## config.mk

```make
export PLATFORM = sky130hd
export DESIGN_NAME = deathinfo_ctrl
export DESIGN_NICKNAME = d
export VERILOG_FILES = /design/src/rtl/deathinfo_ctrl.sv
export SDC_FILE = /design/constraint.sdc
export NUM_CORES = 1
export LEC_CHECK = 0
export ABC_AREA = 1
export CORE_AREA = 8 8 62 64
export DETAILED_ROUTE_END_ITERATION = 16
export DIE_AREA = 0 0 70 72
export PLACE_DENSITY_LB_ADDON = 0.12
export SLEW_MARGIN = 25
export SYNTH_ARGS = -nofsm -noshare
export SYNTH_HDL_FRONTEND = slang
export SYNTH_SLANG_ARGS = --single-unit
```

## constraint.sdc

```tcl
create_clock -name Clk -period 1.4 [get_ports Clk]
set_clock_uncertainty 0.05 [all_clocks]
set_input_delay 0.28 -clock Clk [delete_from_list [all_inputs] [get_ports Clk]]
set_output_delay 0.28 -clock Clk [all_outputs]
set_load 0.02 [all_outputs]
```

## src/rtl/deathinfo_ctrl.sv

```systemverilog
// Death / game-over / restart sequencer: freezes play on death, shows the game-over overlay,
// blinks the retry-key highlight and issues a one-cycle restart request on a fresh key press.
module deathinfo_ctrl #(
   parameter int unsigned DEATH_DELAY_FRAMES = 60,
   parameter int unsigned MIN_SHOW_FRAMES    = 30,
   parameter int unsigned BLINK_HALF_FRAMES  = 30,
   parameter logic [7:0]  RESTART_KEY        = 8'h15
) (
   input  logic       Clk,
   input  logic       Reset,
   input  logic       frame_clk,
   input  logic       player_dead,
   input  logic [7:0] keycode,
   output logic       freeze_game,
   output logic       show_screen,
   output logic       blink_on,
   output logic       restart_pulse,
   output logic [2:0] state
);

   typedef enum logic [2:0] {
      StPlay    = 3'd0,
      StDying   = 3'd1,
      StShow    = 3'd2,
      StArmed   = 3'd3,
      StRestart = 3'd4
   } state_e;

   localparam logic [7:0] DeathLast = 8'(DEATH_DELAY_FRAMES - 1);
   localparam logic [7:0] ShowLast  = 8'(MIN_SHOW_FRAMES - 1);
   localparam logic [7:0] BlinkLast = 8'(BLINK_HALF_FRAMES - 1);

   state_e     state_q, state_d;
   logic [7:0] cnt_q, cnt_d;
   logic       blink_q, blink_d;
   logic       frame_clk_q;
   logic       frame_valid_q;
   logic       key_match_q;
   logic       key_match;
   logic       frame_tick;
   logic       key_edge;

   // frame_valid_q blocks a tick until frame_clk has really been sampled low after reset.
   assign frame_tick = frame_clk & ~frame_clk_q & frame_valid_q;
   assign key_match  = (keycode == RESTART_KEY);
   assign key_edge   = key_match & ~key_match_q;

   always_ff @(posedge Clk or negedge Reset) begin
      if (!Reset) begin
         state_q       <= StPlay;
         cnt_q         <= 8'd0;
         blink_q       <= 1'b0;
         frame_clk_q   <= 1'b0;
         frame_valid_q <= 1'b0;
         key_match_q   <= 1'b0;
      end else begin
         state_q       <= state_d;
         cnt_q         <= cnt_d;
         blink_q       <= blink_d;
         frame_clk_q   <= frame_clk;
         frame_valid_q <= 1'b1;
         key_match_q   <= key_match;
      end
   end

   always_comb begin
      state_d = state_q;
      cnt_d   = cnt_q;
      blink_d = 1'b0;
      case (state_q)
         StPlay: begin
            if (player_dead) begin
               state_d = StDying;
               cnt_d   = 8'd0;
            end
         end
         StDying: begin
            if (frame_tick) begin
               if (cnt_q == DeathLast) begin
                  state_d = StShow;
                  cnt_d   = 8'd0;
               end else begin
                  cnt_d = cnt_q + 8'd1;
               end
            end
         end
         StShow: begin
            if (frame_tick) begin
               if (cnt_q == ShowLast) begin
                  state_d = StArmed;
                  cnt_d   = 8'd0;
                  blink_d = 1'b1;
               end else begin
                  cnt_d = cnt_q + 8'd1;
               end
            end
         end
         StArmed: begin
            blink_d = blink_q;
            // A key press outranks a coincident frame tick: nothing else updates.
            if (key_edge) begin
               state_d = StRestart;
            end else if (frame_tick) begin
               if (cnt_q == BlinkLast) begin
                  blink_d = ~blink_q;
                  cnt_d   = 8'd0;
               end else begin
                  cnt_d = cnt_q + 8'd1;
               end
            end
         end
         StRestart: begin
            state_d = StPlay;
            cnt_d   = 8'd0;
         end
         default: begin
            state_d = StPlay;
            cnt_d   = 8'd0;
         end
      endcase
   end

   always_comb begin
      freeze_game   = (state_q != StPlay);
      show_screen   = (state_q == StShow) || (state_q == StArmed);
      blink_on      = blink_q && (state_q == StArmed);
      restart_pulse = (state_q == StRestart);
      state         = state_q;
   end

endmodule

```

==> reports/metrics.cfg, run 1 <==
[die]
die-area_um2=5040
die_x_um=70
core_area_um2=2900
fp.dieH_um=72
start_util_pct=37.5
num_rows=20
ios=19

[run_status]
status=finished, violations left
violations=setup timing

[cts]
h-tree-depth=1
clk_pin_slew_ns=0.09
clk_latency_ns=0.29
cts_tree=done
ctsHoldBuffers=0
ctsRootBufferMaster=clkbuf_4
numCtsBuffers=3
clock-sinks=15
cts_buffer_depth=2

[logic_synthesis]
synthCells=169
ys_types=23
synth_seq_cells=15
yosysWarnings=0
synthesis.nets=183
netlist_area_um2=1090
synth_seq_area_share_pct=34.5
avgSynthCellArea_um2=6.44

[global_route]
grt_max_degree=16
antenna_found_initial=0
grt_pass1_vias=1198
grt_pass1_wl_um=5130
grt_use_total_pct=12.0
grt_overflow=0

[place]
io_buffer_count=18
hpwl_um=2300
gp_congestion=0.912

[routing]
route.met2.wl_um=1530
drt_iter0_drc=45
top_layer=met4
vias=1201
via_per_inst=4.82
wl_per_cell_um=12.1
first_pass_iters=4
m1WireLength_um=1310
remaining_drc_errors=0
antenna_left=0
routed-wl-met3_um=124
wl_um=3000

[critical_path]
r2r_cells=10
r2r-start=state[0]$_DFFE_PN0P_
crit_path_end_kind=primary output
worstPathArrival_ns=1.15
crit_top_cell=buf_6
cp-start-kind=register
slowest_stage=dfrtp_2
r2r-end=cnt_q[1]$_DFFE_PN0P_
setup.worst_path.class=reg2out
worstSetupStartpoint=state[0]$_DFFE_PN0P_
crit_fanout=5
cp_slowest_stage_delay_ns=0.46
crit_chain=buf_6, nor2_4, nand2_2, buf_6
ff2ff_setup_slack_ns=-0.08
crit_required_ns=1.07

[sta]
fin_crit_ns=1.48
rsz0062_at_grt=yes
hold_violations=0
setup_viol=15
fin_tns_setup_ns=-0.883
slew_violations=0
timing.final.crit_share_pct=106
fmaxAchievable_mhz=676
timing.final.ws_setup_ns=-0.0784

[finish]
antenna_cells=0
utilization_pct=57.4
fillCellCount=266
nets=231
drive_gt1_share_pct=34.7
area_growth_pct=53.0

[pwr]
p_leak_nw=0.854
ir_worst_vdd_v=0.000875
p_per_area_nw_per_um2=1480
total_power_mw=2.47

[run]
drv_cap=0

[min_path]
hold_path_class=in2async

## worst max path at each step
stage                            to  slack (ns)  depth (start not counted)
2_1_floorplan  cnt_q[2]$_DFFE_PN0P_       0.004                          9
3_3_place_gp   cnt_q[3]$_DFFE_PN0P_       -0.25                          8
3_5_place_dp   cnt_q[3]$_DFFE_PN0P_       -0.28                          8
4_1_cts                 freeze_game       -0.08                          4
5_1_grt        state[1]$_DFFE_PN0P_       -0.15                         10
6_report                freeze_game       -0.08                          4
## sequential cells by signal, indices dropped and copies added, names as in the netlist
| name | count |
|---|---|
| frame_clk_q | 1 |
| state | 3 |
| frame_valid_q | 1 |
| key_match_q | 1 |
| blink_q | 1 |
| cnt_q | 8 |
## critical path: cells and delay by family (launching register included)
family	cells	cell delay [ns]
flip-flops	1	0.46
buffers and inverters	2	0.26
AND/OR/NAND/NOR	2	0.14
## metrics by stage
stage | cell area, um2 | hold slack (ns) | setup slack, ns | std cells
after floorplan | 1100 | -0.0656 | 0.00362 | 169
after global placement | 1460 | 0.478 | -0.253 | 238
after detailed placement | 1460 | 0.493 | -0.279 | 238
after CTS | 1580 | 0.240 | -0.0815 | 248
after global routing | 1670 | 0.267 | -0.155 | 249
final | 1670 | 0.243 | -0.0784 | 249
## area by class of cell
class	count	area [um2]	area share, %
Clock inverter	1	5.00	0.301
Inverter	30	123	7.36
Sequential cell	15	382	22.9
Timing Repair Buffer	43	387	23.2
Clock buffer	3	22.5	1.35
Multi-Input combinational cell	124	706	42.4
Tap cell	33	41.3	2.48
## layout by cell type, fill, tap and decap left out, drive strengths merged
cell	count
clkbuf	3
o21bai	1
ha	2
nor3	1
a21oi	3
nor2	20
dfrtp	15
nor4	1
conb	1
nand2	65
buf	31
dlygate4sd2	1
inv	30
clkinv	1
o21ai	6
nand4	5
clkdlybuf4s50	11
nand3b	2
nand3	17
## repair_timing
action                                  in CTS  in global routing
endpoints found under the setup margin      17                 17
setup buffers                                5                  1
gates cloned                                 1                  0
pin swaps                                   10                  2
resized for setup                           49                 25
## where the power goes
group	leakage [nW]	internal [mW]	switching [mW]	total [mW]
Clock	0.0177	0.106	0.147	0.253
Sequential	0.193	0.512	0.114	0.626
Combinational	0.643	0.734	0.853	1.59
Total	0.854	1.35	1.11	2.47
## synthesized netlist by cell type
master / count / area share (%)
a21oi_1: 3 / 1.4
nor3_1: 1 / 0.46
nand3_2: 1 / 0.92
o21bai_1: 1 / 0.69
nor2_4: 2 / 2.1
nand2_1: 62 / 21
nor2_2: 3 / 1.7
inv_1: 26 / 9.0
o21ai_0: 3 / 1.4
nor2_8: 1 / 1.8
buf_2: 1 / 0.46
nand3_1: 16 / 7.4
conb_1: 1 / 0.34
ha_1: 2 / 2.3
nand3b_1: 2 / 1.4
inv_2: 3 / 1.0
nor4_1: 1 / 0.58
nor2_1: 13 / 4.5
inv_6: 1 / 0.80
nand4_1: 5 / 2.9
dfrtp_1: 15 / 34
o21ai_1: 3 / 1.4
nand2_2: 3 / 1.7
## cells by family (layout without fill, tap and decap cells)
logic type | Yosys count | in the layout | share of synthesized area [%]
buf+inv | 31 | 77 | 11.3
fa+ha+maj | 2 | 2 | 2.30
other cells | 1 | 1 | 0.344
simple gates | 110 | 111 | 46.8
flops | 15 | 15 | 34.5
compound gates | 10 | 10 | 4.83
## metal layers
layer / global-route usage (%) / up-vias
li1: - / 615
met1: 14.0 / 560
met2: 21.2 / 22
met3: 2.18 / 4
met4: 4.91 / 0
met5: 0 / -
Note: power is estimated with default switching activity, not from simulation.
==> run 2, diff against run 1 <==
--- a/config.mk
+++ b/config.mk
@@ -10,7 +10,6 @@
 export DETAILED_ROUTE_END_ITERATION = 16
 export DIE_AREA = 0 0 70 72
 export PLACE_DENSITY_LB_ADDON = 0.12
-export SLEW_MARGIN = 25
 export SYNTH_ARGS = -nofsm -noshare
 export SYNTH_HDL_FRONTEND = slang
 export SYNTH_SLANG_ARGS = --single-unit
==> results of run 2 <==
No change in the layout: final DEF, timing and power equal those of run 1.
